**config.mk**
```make
export PLATFORM = sky130hd
export DESIGN_NAME = uart_rx
export DESIGN_NICKNAME = d
export VERILOG_FILES = /design/src/rtl/uart_pkg.sv /design/src/rtl/sync_2ff.sv /design/src/rtl/uart_rx.sv
export SDC_FILE = /design/constraint.sdc
export NUM_CORES = 1
export LEC_CHECK = 0
export ABC_AREA = 1
export CAP_MARGIN = 20
export CORE_UTILIZATION = 55
export DETAILED_ROUTE_END_ITERATION = 12
export GPL_TIMING_DRIVEN = 0
export PLACE_DENSITY = 0.77
export SYNTH_ARGS = -nofsm -noshare
export SYNTH_HDL_FRONTEND = slang
export SYNTH_SLANG_ARGS = --single-unit
```
**constraint.sdc**
```tcl
create_clock -name clk -period 1.7 [get_ports clk]
set_clock_uncertainty 0.15 [all_clocks]
set_input_delay 0.17 -clock clk [delete_from_list [all_inputs] [get_ports clk]]
set_output_delay 0.17 -clock clk [all_outputs]
set_load 0.005 [all_outputs]
```
**src/rtl/uart_pkg.sv**
```systemverilog
// ============================================================================
// Module      : uart_pkg
// Description : Shared UART definitions (receiver and transmitter): FSM
//               state encoding, frame geometry, idle line level and the
//               default bit period.
// Revision    : 1.0 - initial release
// ============================================================================
`default_nettype none

package uart_pkg;

  localparam int   DATA_BITS            = 8;
  localparam logic IDLE_LEVEL           = 1'b1;
  localparam int   CLKS_PER_BIT_DEFAULT = 434;  // 50 MHz / 115200 baud

  typedef enum logic [2:0] {
    ST_IDLE   = 3'd0,
    ST_START  = 3'd1,
    ST_DATA   = 3'd2,
    ST_PARITY = 3'd3,
    ST_STOP   = 3'd4,
    ST_BREAK  = 3'd5
  } uart_state_e;

  // Even parity: the parity bit equals the XOR of the data bits.
  function automatic logic even_parity(input logic [DATA_BITS-1:0] data);
    return ^data;
  endfunction

endpackage

`default_nettype wire

```
**src/rtl/sync_2ff.sv**
```systemverilog
// ============================================================================
// Module      : sync_2ff
// Description : Two-flop synchronizer for a single asynchronous input.
//               Both flops load RESET_VAL during synchronous active-low reset.
// Revision    : 1.0 - initial release
// ============================================================================
`default_nettype none

module sync_2ff #(
  parameter logic RESET_VAL = 1'b1
) (
  input  logic clk,
  input  logic rst_ni,
  input  logic d_i,
  output logic q_o
);

  logic meta_q;
  logic sync_q;

  // Two-stage capture of the asynchronous input to settle metastability.
  always_ff @(posedge clk) begin
    if (!rst_ni) begin
      meta_q <= RESET_VAL;
      sync_q <= RESET_VAL;
    end else begin
      meta_q <= d_i;
      sync_q <= meta_q;
    end
  end

  assign q_o = sync_q;

endmodule

`default_nettype wire

```
**src/rtl/uart_rx.sv**
```systemverilog
// ============================================================================
// Module      : uart_rx
// Description : UART receiver, 8 data bits, LSB first, one stop bit.
//               Mid-bit sampling of a synchronized Rx line, single-entry
//               holding register with overrun detection, break handling.
//               Optional feature macro: UART_RX_PARITY_EN (adds an even
//               parity bit between the data and stop bits).
// Revision    : 1.0 - initial release
// ============================================================================
`default_nettype none

module uart_rx
  import uart_pkg::*;
#(
  parameter int CLKS_PER_BIT = CLKS_PER_BIT_DEFAULT
) (
  input  logic                 clk,
  input  logic                 Reset,
  input  logic                 Rx,
  input  logic                 RxRead,
  output logic [DATA_BITS-1:0] RxData,
  output logic                 RxValid,
  output logic                 RxDone,
  output logic                 FrameErr,
  output logic                 Overrun,
  output logic                 Busy,
  output logic                 ParityErr
);

  localparam int                CNT_W     = $clog2(CLKS_PER_BIT);
  localparam logic [CNT_W-1:0]  HALF_LAST = CNT_W'(CLKS_PER_BIT / 2 - 1);
  localparam logic [CNT_W-1:0]  BIT_LAST  = CNT_W'(CLKS_PER_BIT - 1);
  localparam logic [CNT_W-1:0]  CNT_ONE   = CNT_W'(1);
  localparam logic [2:0]        IDX_LAST  = 3'(DATA_BITS - 1);

  logic                 rx_s;
  uart_state_e          state_q;
  logic [CNT_W-1:0]     cnt_q;
  logic [2:0]           idx_q;
  logic [DATA_BITS-1:0] shift_q;
  logic [DATA_BITS-1:0] data_q;
  logic                 valid_q;
  logic                 done_q;
  logic                 ferr_q;
  logic                 ovr_q;
  logic                 parity_bad;

  sync_2ff #(
    .RESET_VAL (IDLE_LEVEL)
  ) u_sync (
    .clk    (clk),
    .rst_ni (Reset),
    .d_i    (Rx),
    .q_o    (rx_s)
  );

`ifdef UART_RX_PARITY_EN
  logic perr_q;
  logic pbad_q;
  assign parity_bad = pbad_q;
  assign ParityErr  = perr_q;
`else
  assign parity_bad = 1'b0;
  assign ParityErr  = 1'b0;
`endif

  // Receive FSM, holding register and all registered status outputs.
  always_ff @(posedge clk) begin
    if (!Reset) begin
      state_q <= ST_IDLE;
      cnt_q   <= '0;
      idx_q   <= '0;
      shift_q <= '0;
      data_q  <= '0;
      valid_q <= 1'b0;
      done_q  <= 1'b0;
      ferr_q  <= 1'b0;
      ovr_q   <= 1'b0;
`ifdef UART_RX_PARITY_EN
      perr_q  <= 1'b0;
      pbad_q  <= 1'b0;
`endif
    end else begin
      done_q <= 1'b0;
      ferr_q <= 1'b0;
`ifdef UART_RX_PARITY_EN
      perr_q <= 1'b0;
`endif
      // A read only consumes a byte that is actually held.
      if (RxRead && valid_q) begin
        valid_q <= 1'b0;
        ovr_q   <= 1'b0;
      end

      case (state_q)
        ST_IDLE: begin
          cnt_q <= '0;
          idx_q <= '0;
          if (rx_s != IDLE_LEVEL) begin
            state_q <= ST_START;
          end
        end

        ST_START: begin
          if (cnt_q == HALF_LAST) begin
            cnt_q   <= '0;
            // A start bit that is high again at its centre is a glitch.
            state_q <= (rx_s == IDLE_LEVEL) ? ST_IDLE : ST_DATA;
          end else begin
            cnt_q <= cnt_q + CNT_ONE;
          end
        end

        ST_DATA: begin
          if (cnt_q == BIT_LAST) begin
            cnt_q   <= '0;
            shift_q <= {rx_s, shift_q[DATA_BITS-1:1]};
            if (idx_q == IDX_LAST) begin
              idx_q   <= '0;
`ifdef UART_RX_PARITY_EN
              state_q <= ST_PARITY;
`else
              state_q <= ST_STOP;
`endif
            end else begin
              idx_q <= idx_q + 3'd1;
            end
          end else begin
            cnt_q <= cnt_q + CNT_ONE;
          end
        end

`ifdef UART_RX_PARITY_EN
        ST_PARITY: begin
          if (cnt_q == BIT_LAST) begin
            cnt_q   <= '0;
            pbad_q  <= (rx_s != even_parity(shift_q));
            perr_q  <= (rx_s != even_parity(shift_q));
            state_q <= ST_STOP;
          end else begin
            cnt_q <= cnt_q + CNT_ONE;
          end
        end
`endif

        ST_STOP: begin
          if (cnt_q == BIT_LAST) begin
            cnt_q <= '0;
            if (rx_s == IDLE_LEVEL) begin
              state_q <= ST_IDLE;
              if (!parity_bad) begin
                data_q  <= shift_q;
                done_q  <= 1'b1;
                valid_q <= 1'b1;
                // Overwriting an unread byte; a same-cycle read consumes it.
                if (valid_q && !RxRead) begin
                  ovr_q <= 1'b1;
                end
              end
            end else begin
              ferr_q  <= 1'b1;
              state_q <= ST_BREAK;
            end
          end else begin
            cnt_q <= cnt_q + CNT_ONE;
          end
        end

        ST_BREAK: begin
          if (rx_s == IDLE_LEVEL) begin
            state_q <= ST_IDLE;
          end
        end

        default: begin
          state_q <= ST_IDLE;
        end
      endcase
    end
  end

  assign RxData   = data_q;
  assign RxValid  = valid_q;
  assign RxDone   = done_q;
  assign FrameErr = ferr_q;
  assign Overrun  = ovr_q;
  assign Busy     = (state_q != ST_IDLE);

endmodule

`default_nettype wire

```
Word-level counts from Yosys, hierarchy flattened
Cells that the tools add are included.
{ "totals": {"regBits": 37} }
{ "op_classes": {"n_reduce_logical": 13, "n_eq_ne": 13, "n_mux": 26, "add_sub_neg": 2} }
{ "ops": {"columns": ["op", "count"], "rows": [
  ["$mux 3", 9],
  ["$pmux 9 s3", 1],
  ["$mux 9", 2],
  ["$pmux 3 s5", 1],
  ["$mux 1", 11],
  ["$ne 2x2->1 const B", 5],
  ["$add 9x1->9 const B", 1],
  ["$eq 3x3->1 const B", 3],
  ["$eq 9x8->1 const B", 1],
  ["$eq 9x9->1 const B", 1],
  ["$pmux 3 s2", 1],
  ["$reduce_and 3->1", 2],
  ["$reduce_and 6->1", 1],
  ["$reduce_bool 3->1", 2],
  ["$reduce_and 2->1", 2],
  ["$add 3x1->3 const B", 1],
  ["$eq 3x1->1 const B", 1],
  ["$eq 3x2->1 const B", 1],
  ["$logic_not 3->1", 1],
  ["$logic_and 1x1->1", 2],
  ["$mux 2", 1],
  ["$ne 2x1->1 const B", 1],
  ["$reduce_bool 2->1", 1],
  ["$reduce_or 2->1", 1],
  ["$logic_not 1->1", 1]
]} }

Longest topological paths before layout
{ "depth": {"depth_word": 6, "ltp_mapped": 11} }

Hierarchy
From an unflattened synthesis, not the netlist that was laid out.
{ "hier_totals": {"hier_cells": 245, "hier_area_um2": 1745.4} }
{ "by_module_without_submodules": {"columns": ["module", "cells_each", "area_each_um2", "instances", "seq_area_each_um2"], "rows": [
  ["uart_rx", 239, 1690.4, 1, 700.7],
  ["sync_2ff", 6, 55.1, 1, 40.0]
]} }

Worst setup path after synthesis
OpenSTA, ideal clock, no wires.
{ "synth_timing": {"path_kind": "register -> register", "from": "reg cnt_q[1]", "to": "reg idx_q[1]", "path_stages_with_launch": 12, "setup_slack_ns": 0.189, "period_less_slack_ns": 1.511, "t_arrival_ns": 1.230, "setup_ns": 0.132, "path_cell_list": "dfxtp_1 inv_1 ha_1 nand2_1 nor2_4 nand2_4 nor2_8 inv_2 nand2_1 inv_2 nand2_1 a21oi_2"} }
{ "synth_via": {"elab_chain_cells": 3} }
{ "synth_lines": {"columns": ["element", "line", "source"], "rows": [
  ["start, declared", "uart_rx.sv:38", "logic [CNT_W-1:0] cnt_q;"],
  ["start signal, assigned", "uart_rx.sv:110", "cnt_q <= cnt_q + CNT_ONE;"],
  ["start signal, assigned", "uart_rx.sv:129", "cnt_q <= cnt_q + CNT_ONE;"],
  ["start signal, assigned", "uart_rx.sv:165", "cnt_q <= cnt_q + CNT_ONE;"],
  ["$eq 9x9->1", "uart_rx.sv:115", "if (cnt_q == BIT_LAST) begin"],
  ["$ne 2x2->1 (no line)", null, null],
  ["$reduce_and 2->1 (no line)", null, null],
  ["end signal, assigned", "uart_rx.sv:126", "idx_q <= idx_q + 3'd1;"],
  ["end, declared", "uart_rx.sv:39", "logic [2:0] idx_q;"]
]} }
Every way passes these cells.
A chain may end at the register's enable or synchronous reset.

Final worst setup path
{ "layout_timing": {"from": "reg cnt_q[1]", "to": "reg cnt_q[5]"} }
{ "layout_via": {"elab_chain_cells": 3, "elab_cells_between_ends": 6, "classes_between": "add/sub: 1; eq/ne: 2; mux: 3"} }
{ "layout_lines": {"columns": ["element", "line", "source"], "rows": [
  ["$add 9x1->9, or another cell as far along", "uart_rx.sv:110, uart_rx.sv:129, uart_rx.sv:165", null],
  ["$mux 9, on equally long branches", "uart_rx.sv:115, uart_rx.sv:147, uart_rx.sv:105", null],
  ["$pmux 9 s3 (*)", "uart_rx.sv:95", "case (state_q)"]
]} }
Every way passes the cells marked *; elsewhere a longest branch is shown, timed or not.

==> results_dict.tcl <==
set metrics [dict create \
    status "finished clean" \
    start_kind "flop" \
    final_nets 272 \
    dp_cells 295 \
    hold_start "RxRead" \
    drv_slew 0 \
    clock_latency_ns 0.35 \
    die_area_sq_um 3470 \
    syn_area_sq_um 1780 \
    cts_inserted_buffers 5 \
    post-route-cell-area_sq_um 2150 \
    place_congestion 0.841 \
    hold_path_class "in -> reg" \
    drtIter0Drc 53 \
    grt_pass1_wl_microns 5980 \
    worstMarginPinSlew_ns 0.524 \
    min_period_over_period_pct 96.7 \
    via_per_inst 5.02 \
    ios 18 \
    cp_data_arrival_time_ns 1.72 \
    path_class "reg -> reg" \
    hold_buffers 0 \
    seq_power_share_pct 44.4 \
    post-dp-hpwl_microns 2400 \
    final_common_cell "nand2_1" \
    setup_ws_ns 0.0565 \
    p_comb_share_pct 35.3 \
    min_path_cells 2 \
    drc_errors 0 \
    holdPathEnd "RxValid$_SDFF_PN0_" \
    initial_core_util_pct 58.4 \
    ys_ff_latch 37 \
    maxSlewHeadroom_pct 65.1 \
    p_leak_nw 0.893 \
    vias 1545 \
    ys_warn_count 0 \
    antenna_found_initial 0 \
    fp.dieH_microns 58.9 \
    clockBufferDepth 2 \
    drt.antenna.violating_nets 0 \
    num_antenna_cells 0 \
    r2r_cells 10 \
    power_w 0.00223 \
    cp_max_fo 8 \
    cp.required_ns 1.78 \
    r2r_start "cnt_q[1]$_SDFFE_PN0P_" \
    avgSynthCellArea_sq_um 7.59 \
    peakVddDrop_uv 672 \
    grt_pass1_vias 1368 \
    finalNonFillerCells 308 \
    die_w_microns 58.9 \
    core_sq_um 3050 \
    max_freq_mhz 608 \
    area_growth_pct 20.8 \
    max_cap_viol_count 0 \
    grt_usage_pct 23.3 \
    placed_area_sq_um 2000 \
    final_cell_mix "42 x nand2_1, 31 x dfxtp_1, 27 x inv_1" \
    p_int_w 0.00138 \
    syn_inst 235 \
    grt_max_degree 12 \
    numPortBuffers 16 \
    setup_viol 0 \
    sw_frac_of_total_pct 38.3 \
    yosysSeqAreaShare_pct 41.5 \
    powerDensity_nw_per_um2 1040 \
    clock_power_share_pct 20.2 \
    wire_per_inst_microns 11.8 \
    tritoncts "yes" \
    r2r_end "cnt_q[5]$_SDFFE_PN0P_" \
    path_clk_slew_ns 0.12 \
    end_kind "flop" \
    ctsRootBufferMaster "clkbuf_4" \
    dp_slack_ns -0.112 \
    finalHoldViolCount 0 \
    clock_sinks 37 \
    grt_overflow 0 \
    wirelength_microns 3630 \
    syn_nets 244 \
    yosysUniqueCellTypes 32 \
    cts-htree-levels 2 \
    period_needed_ns 1.64 \
    drtPass1Iterations 6 \
    rows 20 \
    netSwitchingPower_w 0.000857 \
    drive_gt1_share_pct 22.7 \
    r2r_slack_ns 0.06 \
    rsz0062_at_grt "yes" \
]
[layout make-up]
class / instances / area [sq um]
fill: 258 / 900
buffer: 6 / 46.3
sequential: 37 / 753
tap: 44 / 55.1
inverter: 32 / 120
clock inverter: 2 / 10.0
timing repair buffer: 21 / 209
clock buffer: 6 / 41.3
multi-input combinational: 160 / 918
[logic make-up after synthesis]
family | Yosys count | synth area share, %
AOI/OAI and AO/OA | 55 | 17.7
other | 1 | 0.210
DFF | 37 | 41.5
buffers and inverters | 38 | 9.33
adders and majority gates | 5 | 3.51
xor gates and xnor gates | 2 | 0.983
and+or+nand+nor | 97 | 26.7
[routing by layer]
metal	share of wire (%)	global-route usage [%]	vias to the layer above	wire length [microns]
li1	-	-	808	-
met1	45	28.2	704	1650
met3	3.1	4.62	5	112
met2	50	39.8	28	1820
met4	1.3	10.5	0	46
met5	0	0	-	0
[power by group through the flow]
stage | clock network, W | logic, W | registers [W]
finish | 0.000452 | 0.000790 | 0.000993
global placement | 0 | 0.000679 | 0.00100
global route | 0.000505 | 0.000893 | 0.00100
floorplan | 0 | 0.000534 | 0.000984
detailed placement | 0 | 0.000691 | 0.00100
CTS | 0.000461 | 0.000765 | 0.000991
[state kept, by name (all words and copies together) (netlist names), named ones only]
register	cells
cnt_q	9
RxData	8
shift_q	8
idx_q	3
state_q	3
FrameErr	1
RxDone	1
RxValid	1
u_sync.meta_q	1
u_sync.q_o	1
[cell usage after synthesis]
| master | n | area [sq um] |
|---|---|---|
| buf_6 | 1 | 11.3 |
| or2_2 | 2 | 12.5 |
| buf_4 | 1 | 7.51 |
| inv_2 | 4 | 15.0 |
| buf_2 | 1 | 5.00 |
| nor2_4 | 1 | 11.3 |
| clkbuf_1 | 2 | 7.51 |
| xor2_1 | 2 | 17.5 |
| nand4_1 | 2 | 12.5 |
| o21bai_1 | 3 | 22.5 |
| buf_8 | 1 | 15.0 |
| a211oi_1 | 1 | 7.51 |
| a21oi_1 | 22 | 110 |
| nor3_2 | 1 | 10.0 |
| nand3_2 | 1 | 10.0 |
| nor2_2 | 1 | 6.26 |
| o21ai_2 | 1 | 8.76 |
| o21ai_0 | 21 | 105 |
| a21oi_2 | 4 | 35.0 |
| nand2_4 | 1 | 11.3 |
| nor2_1 | 13 | 48.8 |
| nor2_8 | 2 | 40.0 |
| nand3_1 | 10 | 50.1 |
| inv_1 | 28 | 105 |
| nor3_1 | 6 | 30.0 |
| nand2_1 | 49 | 184 |
| o21ai_1 | 2 | 10.0 |
| dfxtp_1 | 37 | 741 |
| ha_1 | 5 | 62.6 |
| nand2_2 | 8 | 50.1 |
| conb_1 | 1 | 3.75 |
| a21oi_4 | 1 | 16.3 |
[worst max-delay path, stage by stage (launching register included)]
cell,delay [ns]
dfxtp_2,0.35
inv_2,0.06
ha_1,0.16
nand2_2,0.08
nor2_4,0.14
nand2_8,0.10
buf_4,0.17
nand2_2,0.07
nand2_4,0.09
nand3_1,0.08
a21oi_1,0.06
[stage by stage]
stage | setup TNS (ns) | util [%] | hold WS (ns)
6_report | 0 | 70.5 | 0.265
4_1_cts | 0 | 70.0 | 0.253
3_3_place_gp | -0.305 | 65.5 | 0.255
2_1_floorplan | 0 | - | 0.121
5_1_grt | -0.758 | 70.5 | 0.274
3_5_place_dp | -0.226 | 65.5 | 0.252
[worst max path at each step]
stage,start,end,cells after the start
6_report,cnt_q[1]$_SDFFE_PN0P_,cnt_q[5]$_SDFFE_PN0P_,10
5_1_grt,cnt_q[1]$_SDFFE_PN0P_,shift_q[5]$_SDFFE_PN0P_,9
4_1_cts,cnt_q[1]$_SDFFE_PN0P_,idx_q[2]$_SDFFE_PN0P_,11
3_5_place_dp,Reset,cnt_q[0]$_SDFFE_PN0P_,6
3_3_place_gp,Reset,cnt_q[0]$_SDFFE_PN0P_,6
2_1_floorplan,cnt_q[1]$_SDFFE_PN0P_,idx_q[1]$_SDFFE_PN0P_,11
[repair_timing]
| action | 4_1_cts | 5_1_grt |
|---|---|---|
| hold endpoints to repair | 0 | 0 |
| pin swaps | 3 | 3 |
| gates resized for setup | 17 | 7 |
| endpoints found under the setup margin | 6 | 31 |
| setup buffers | 5 | 0 |
Note: power is estimated with default switching activity, not from simulation.
